[src/rtl/bcd_disp_pkg.sv]
// ============================================================================
// Module      : bcd_disp_pkg
// Description : Segment glyph constants and bit-order definitions shared by
//               the BCD scan display driver.
// Revision    : 1.0 - initial release
// ============================================================================
`default_nettype none

package bcd_disp_pkg;

    localparam int SEG_W     = 7;
    localparam int SEG_BIT_A = 0;
    localparam int SEG_BIT_B = 1;
    localparam int SEG_BIT_C = 2;
    localparam int SEG_BIT_D = 3;
    localparam int SEG_BIT_E = 4;
    localparam int SEG_BIT_F = 5;
    localparam int SEG_BIT_G = 6;

    // Glyphs are packed {g,f,e,d,c,b,a}, active-high
    localparam logic [SEG_W-1:0] SEG_0     = 7'b0111111;
    localparam logic [SEG_W-1:0] SEG_1     = 7'b0000110;
    localparam logic [SEG_W-1:0] SEG_2     = 7'b1011011;
    localparam logic [SEG_W-1:0] SEG_3     = 7'b1001111;
    localparam logic [SEG_W-1:0] SEG_4     = 7'b1100110;
    localparam logic [SEG_W-1:0] SEG_5     = 7'b1101101;
    localparam logic [SEG_W-1:0] SEG_6     = 7'b1111101;
    localparam logic [SEG_W-1:0] SEG_7     = 7'b0000111;
    localparam logic [SEG_W-1:0] SEG_8     = 7'b1111111;
    localparam logic [SEG_W-1:0] SEG_9     = 7'b1101111;
    localparam logic [SEG_W-1:0] SEG_DASH  = 7'b1000000;
    localparam logic [SEG_W-1:0] SEG_BLANK = 7'b0000000;

endpackage

`default_nettype wire

[src/rtl/bcd_to_seg.sv]
// ============================================================================
// Module      : bcd_to_seg
// Description : Combinational BCD to 7-segment decoder; codes 10-15 show a dash.
// Revision    : 1.0 - initial release
// ============================================================================
`default_nettype none

module bcd_to_seg
    import bcd_disp_pkg::*;
(
    input  logic [3:0]       bcd,
    output logic [SEG_W-1:0] seg
);

    always_comb begin
        case (bcd)
            4'd0:    seg = SEG_0;
            4'd1:    seg = SEG_1;
            4'd2:    seg = SEG_2;
            4'd3:    seg = SEG_3;
            4'd4:    seg = SEG_4;
            4'd5:    seg = SEG_5;
            4'd6:    seg = SEG_6;
            4'd7:    seg = SEG_7;
            4'd8:    seg = SEG_8;
            4'd9:    seg = SEG_9;
            default: seg = SEG_DASH;
        endcase
    end

endmodule

`default_nettype wire

[src/rtl/bcd_scan_display.sv]
// ============================================================================
// Module      : bcd_scan_display
// Description : Time-multiplexed 7-segment driver with frame-coherent digit
//               updates and a dark guard cycle per digit slot.
//               Optional macro LZ_BLANK_EN enables leading-zero blanking.
// Revision    : 1.0 - initial release
// ============================================================================
`default_nettype none

module bcd_scan_display
    import bcd_disp_pkg::*;
#(
    parameter int NUM_DIGITS = 4,
    parameter int SCAN_DIV   = 1000
) (
    input  logic                    clk,
    input  logic                    clr,
    input  logic [4*NUM_DIGITS-1:0] digits,
    input  logic                    load,
    output logic [SEG_W-1:0]        seg,
    output logic [NUM_DIGITS-1:0]   an,
    output logic                    frame_start
);

    localparam int c_p_w   = $clog2(SCAN_DIV);
    localparam int c_idx_w = (NUM_DIGITS > 1) ? $clog2(NUM_DIGITS) : 1;
    localparam logic [c_p_w-1:0]   c_p_last   = c_p_w'(SCAN_DIV - 1);
    localparam logic [c_idx_w-1:0] c_idx_last = c_idx_w'(NUM_DIGITS - 1);

    logic [c_p_w-1:0]        r_p;
    logic [c_idx_w-1:0]      r_idx;
    logic [4*NUM_DIGITS-1:0] r_shadow;
    logic [4*NUM_DIGITS-1:0] r_active;
    logic                    r_pend;
    logic [SEG_W-1:0]        r_seg;
    logic [NUM_DIGITS-1:0]   r_an;
    logic                    r_frame_start;

    logic                    w_boundary;
    logic                    w_dark;
    logic [3:0]              w_digit;
    logic [NUM_DIGITS-1:0]   w_onehot;
    logic [SEG_W-1:0]        w_seg_dec;
    logic                    w_blank;

    assign w_dark     = (r_p == '0);
    assign w_boundary = w_dark && (r_idx == '0);

    always_comb begin
        w_digit  = 4'd0;
        w_onehot = '0;
        for (int k = 0; k < NUM_DIGITS; k++) begin
            if (r_idx == c_idx_w'(k)) begin
                w_digit     = r_active[4*k +: 4];
                w_onehot[k] = 1'b1;
            end
        end
    end

    bcd_to_seg u_dec (
        .bcd (w_digit),
        .seg (w_seg_dec)
    );

`ifdef LZ_BLANK_EN
    logic [NUM_DIGITS-1:0] w_dig_zero;
    logic [NUM_DIGITS-1:0] w_lead_zero;

    genvar gk;
    generate
        for (gk = 0; gk < NUM_DIGITS; gk++) begin : g_dig_zero
            assign w_dig_zero[gk] = (r_active[4*gk +: 4] == 4'd0);
        end
    endgenerate

    // w_lead_zero[k]: every digit from k up to the most significant is zero
    always_comb begin
        logic v_run;
        v_run       = 1'b1;
        w_lead_zero = '0;
        for (int k = NUM_DIGITS - 1; k >= 0; k--) begin
            v_run          = v_run & w_dig_zero[k];
            w_lead_zero[k] = v_run;
        end
    end

    assign w_blank = (r_idx != '0) && w_lead_zero[r_idx];
`else
    assign w_blank = 1'b0;
`endif

    always_ff @(posedge clk) begin
        if (clr) begin
            r_p           <= '0;
            r_idx         <= '0;
            r_shadow      <= '0;
            r_active      <= '0;
            r_pend        <= 1'b0;
            r_seg         <= '0;
            r_an          <= '0;
            r_frame_start <= 1'b0;
        end else begin
            if (r_p == c_p_last) begin
                r_p   <= '0;
                r_idx <= (r_idx == c_idx_last) ? '0 : r_idx + 1'b1;
            end else begin
                r_p <= r_p + 1'b1;
            end

            if (load) begin
                r_shadow <= digits;
            end

            // A load on the boundary edge bypasses the shadow register
            if (w_boundary) begin
                if (load) begin
                    r_active <= digits;
                end else if (r_pend) begin
                    r_active <= r_shadow;
                end
                r_pend <= 1'b0;
            end else if (load) begin
                r_pend <= 1'b1;
            end

            r_an          <= w_dark ? '0 : w_onehot;
            r_seg         <= (w_dark || w_blank) ? SEG_BLANK : w_seg_dec;
            r_frame_start <= w_boundary;
        end
    end

    assign seg         = r_seg;
    assign an          = r_an;
    assign frame_start = r_frame_start;

endmodule

`default_nettype wire

[config.mk]
export PLATFORM = sky130hd
export DESIGN_NAME = bcd_scan_display
export DESIGN_NICKNAME = d
export VERILOG_FILES = /design/src/rtl/bcd_disp_pkg.sv /design/src/rtl/bcd_to_seg.sv /design/src/rtl/bcd_scan_display.sv
export SDC_FILE = /design/constraint.sdc
export NUM_CORES = 1
export LEC_CHECK = 0
export ABC_AREA = 1
export BUFFER_PORTS_ARGS = -buffer_cell sky130_fd_sc_hd__buf_2
export CORE_UTILIZATION = 55
export DETAILED_ROUTE_END_ITERATION = 8
export GPL_ROUTABILITY_DRIVEN = 0
export MAX_ROUTING_LAYER = met4
export PLACE_DENSITY = 0.76
export SYNTH_ARGS = -nofsm -noshare
export SYNTH_HDL_FRONTEND = slang
export SYNTH_SLANG_ARGS = --single-unit
[constraint.sdc]
create_clock -name clk -period 4.9 [get_ports clk]
set_clock_uncertainty 0.2 [all_clocks]
set_input_delay 0.245 -clock clk [delete_from_list [all_inputs] [get_ports clk]]
set_output_delay 0.245 -clock clk [all_outputs]
set_load 0.02 [all_outputs]
# Yosys cells after proc, flatten, opt, wreduce, memory -nomap -nowiden
# Memories as Yosys holds them, arrays and structs flattened. A register that Yosys moved wholly into a read port is not among the register bits.
# Cells that the tools add are included.
# totals
regBits	50
rom_bits	112
input_bits	19
elab_cells	33
n_memories	1
# classes
n_addsub	2
n_eq_ne	4
muxes	11
reduce_logical	8
# mem_list
memory	words	width	read_ports	rd_ports_with_merged_regs	wr	line_no	text
(name not given)	16	7	1	1	0	bcd_to_seg.sv:16	case (bcd)
# ops
cell	n
$mux W16	2
$mux W4	4
$add A10 B1 Y10 const B	1
$eq A10 B10 Y1 const B	1
$logic_not A10 Y1	1
$reduce_or A2 Y1	3
$eq A2 B2 Y1 const B	2
$mux W1	4
$add A2 B1 Y2 const B	1
$eq A2 B1 Y1 const B	1
$logic_not A2 Y1	1
$mux W2	1
$reduce_and A2 Y1	1
$reduce_bool A2 Y1	1
$logic_and A1 B1 Y1	1

# Logic depth before layout (Yosys ltp)
# logic_depth
ltp_word	5
mapped_depth	14
mapped_depth_nobuf	14

# Hierarchy
# A second synthesis with hierarchy kept.
# hier_totals
cells_unflattened	386
area_unflattened_um2	2700.1
# modules_own_cells
module	instances	cells_each	area_per_inst_um2	seq_area_each_um2
bcd_scan_display	1	350	2507.4	1141.1
bcd_to_seg	1	36	192.7	0.0

# Worst setup path before layout
# No wires, ideal clock.
# synth_path
path_type	register to register
startpoint	reg r_idx[0]
endpoint	reg r_seg[3] (netlist: seg[3])
setup_ns	0.116
arrival_time_ns	1.624
required_time_ns	4.584
path_slack_ns	2.960
stages_incl_launch_ff	12
cell_sequence	dfxtp_1 inv_1 ha_1 a21oi_1 nand2_1 nand2_1 inv_1 ha_1 inv_1 nor2_1 nor2_1 nor2_1
# synth_between
elab_chain_cells	5
elab_cells_between_ends	8
cone_classes	eq/ne: 3; mux: 4; reduce/logical: 1
# synth_rtl
element	line_no	text
from (decl)	bcd_scan_display.sv:31	logic [c_idx_w-1:0] r_idx;
from (signal assigned)	bcd_scan_display.sv:105	r_idx <= (r_idx == c_idx_last) ? '0 : r_idx + 1'b1;
$logic_not A2 Y1	bcd_scan_display.sv:53	if (r_idx == c_idx_w'(k)) begin
$mux W4 (3 in a row)	bcd_scan_display.sv:53	
$mux W4 *	bcd_scan_display.sv:53	
to (decl)	bcd_scan_display.sv:35	logic [SEG_W-1:0] r_seg;
# Every way passes the cells marked *; elsewhere a longest branch is shown, timed or not.
# A chain may end at the register's enable or synchronous reset.

# Final worst setup path
# Ends and elaborated chain as after synthesis.

==> impl_results.md <==
- Synth Register Bits: 57
- Final Critical Period: 2.631 ns
- Ys async rst share: 0
- Post-detail-place hpwl: 3385 microns
- Slew margin rel.: 0.4126
- Syn_nets: 385
- Post-synth design cell area: approximately 2600 sq um
- # hold bufs at CTS: 15
- Starting density of the core: 0.5886
- Largest cells by area after synthesis: dfxtp_1, nand2_1, nor2_1, inv_1, ha_1
- Failing checks: design-rule violations
- Post-Place Setup Slack: 2.317 ns
- Pwr dens: 337.4 nW/um^2
- CTS tree: built
- Worst path arrival time: 2.64 ns
- Dominant synthesized flop cell: dfxtp_1
- Final Slew Violations: 0
- Clk sinks: 57
- Total routed wirelength: 4908 microns
- Reg2Reg Setup Slack: roughly 2.3 ns
- Clock slew at reported path FFs: 0.06 ns
- Worst-Margin Slew: 0.8811 ns
- Final setup fails: 0
- Crit path top cell by count: nand2_1
- Status: finished, violations left
- Cell Rows: 24
- Max Root-Sink Buffers: 2
- Lkg Pwr: 0.001595 uW
- Number of global-route vias before repair: 2,085
- Root Driver: clkbuf_8
- Worst hold path class: in2reg
- GRT Residual Overflow: 0
- Hold Fails Final Rpt: 0
- Post-synth EDFFs: 0
- Count of max-cap constraint violations: 0
- Width of the die: 71.20 microns
- Final Power: 1040 uW
- Req. time, crit path: a little under 5 ns
- Syn Inst Count: 353
- Share of the synthesized area in the top cell type: 0.4333
- Placed cell area: 2781 sq um
- Vias/cell: 4.940
- TritonCTS Buffers: 9
- Final Net Count: 428
- Post_cts resized: 0
- ANT cells: 0
- Seq/Total Area, Yosys: 0.4333
- Worst Slack Setup Final: 2.269 ns
- CP top delay family: adder cells
- Yosys cell types: 28
- Worst-path cell chain: inv_1 -> ha_1 -> nand2_1 -> nand2_1 -> nand3_1 -> nand2_1 -> nand2_1 -> inv_1 -> ha_1 -> inv_1 -> nor2_1 -> nor2_1 -> nor2_1
- Peak VDD IR: 0.0002092 V
- Vias: ~2,200
- Port bufs: 30
- RSZ-0062 raised after global routing: false
- Worst-Skew Late Latency: between 0.3 and 0.4 ns
- CP startpoint kind: flop
- Worst Path Buf+Inv: 3
- Total GRT Usage: 0.2274
- Fill count: between 300 and 400
- Final TNS setup: 0 ns
- Post-Layout Inst Area: 3082 sq um
- Area Overhead vs Synth: 17.01%
- Synth warn: 0
- CP peak stage delay: 0.74 ns
- I/O pins: 31
- Avg Inst Size Synth: approximately 7.5 sq um
- CP Capture Type: flop
- DR WL/cell: ~11 microns
- Critical path peak fanout: 23
- Crit path kind: reg2reg
- DRC Markers: 3
- ANT nets after route: 0
- Drt first pass iters: 6
- Die height: 71.20 microns
- Largest net degree at the start of global routing: 24
- Synth top cells by count: nand2_1, nor2_1, dfxtp_1
- Initial antenna violation count: 0
- H-tree depth: 3
- Area taken by multi-input logic gates: 1219 sq um
- Tcrit/Tclk final: 0.5369
- DR iter-0 viols: 113
- Register area: around 1100 sq um
- CORE AREA: ~4500 sq um
- Largest area contributor in the netlist: dfxtp_1
- First-pass GRT wire length: 8721 microns
- Die Area: 5069 sq um
- Most frequent cell after synthesis: nand2_1
- Maximum operating frequency: between 300 and 400 MHz
- Share of cells above drive strength 1: 0.1382
- CP max stage cell: ha_1
- Setup Fix Bufs, Post-CTS: 0
[worst reg2reg max path, cell delays in order (launching register included)]
cell     delay (ns)
dfxtp_1        0.34
inv_1          0.10
ha_1           0.74
nand2_1        0.12
nand2_1        0.09
nand3_1        0.07
nand2_1        0.06
nand2_1        0.14
inv_1          0.15
ha_1           0.24
inv_1          0.05
nor2_1         0.05
nor2_1         0.11
nor2_1         0.05
[final timing paths]
path / startpoint / to / cells after the start
worst max-delay path: r_idx[0]$_SDFFE_PP0N_ / seg[3]$_SDFF_PP0_ / 13
worst max register to register: r_idx[0]$_SDFFE_PP0N_ / seg[3]$_SDFF_PP0_ / 13
worst min-delay path: digits[14] / r_shadow[14]$_SDFFE_PP0P_ / 3
worst min register to register: r_p[0]$_SDFF_PP0_ / r_p[0]$_SDFF_PP0_ / 1
[logic make-up (layout without fill, tap and decap cells)]
group,count (synthesis),after routing,synth area share
muxes,16,16,0.06081
and+or+nand+nor,179,179,0.2988
DFF,57,57,0.4333
AOI/OAI and AO/OA,19,19,0.03801
buffers and inverters,68,113,0.1040
xor gates and xnor gates,1,1,0.003326
adders and majority gates,13,13,0.06176
[registers in the layout, summed over array words and instances (netlist names)]
signal,cells
r_active,16
r_shadow,16
r_p,10
seg,7
an,4
r_idx,2
frame_start,1
r_pend,1
[layer usage]
layer,track usage,wire [microns],vias up
met3,0.06695,174,11
met2,0.3651,2323,38
li1,-,-,1177
met5,-,0,-
met1,0.2641,2316,997
met4,0.09778,93,0
[final cells by class]
cell class / count / area share
Clock inverter: 1 / 0.001624
Timing Repair Buffer: 45 / 0.09744
Sequential cell: 57 / 0.3703
Multi-Input combinational cell: 228 / 0.3955
Clock buffer: 12 / 0.04710
Inverter: 55 / 0.06699
Tap cell: 52 / 0.02111
[power by group]
group          internal [uW]  leakage [uW]  switching, uW
registers                499      0.000468           12.1
logic                   69.0       0.00105            113
clock network            188     0.0000782            159
[layout by cell type (no fill, tap or decap), types with 13 or more instances in the layout]
| master | synthesis | routed |
|---|---|---|
| a21oi_1 | 13 | 13 |
| buf_2 | 6 | 30 |
| dfxtp_1 | 57 | 57 |
| dlygate4sd3_1 | 0 | 15 |
| ha_1 | 13 | 13 |
| inv_1 | 47 | 47 |
| mux2i_1 | 16 | 16 |
| nand2_1 | 79 | 79 |
| nand4_1 | 17 | 17 |
| nor2_1 | 61 | 61 |
[per-stage QoR]
stage                 util  std cells  hold WS (ns)
floorplan                -        353        0.2122
global placement    0.6216        422        0.2476
detailed placement  0.6216        422        0.2547
CTS                 0.6888        450       0.01323
global route        0.6888        450       0.04280
finish              0.6888        450       0.02249
(Power assumes the default switching activity.)
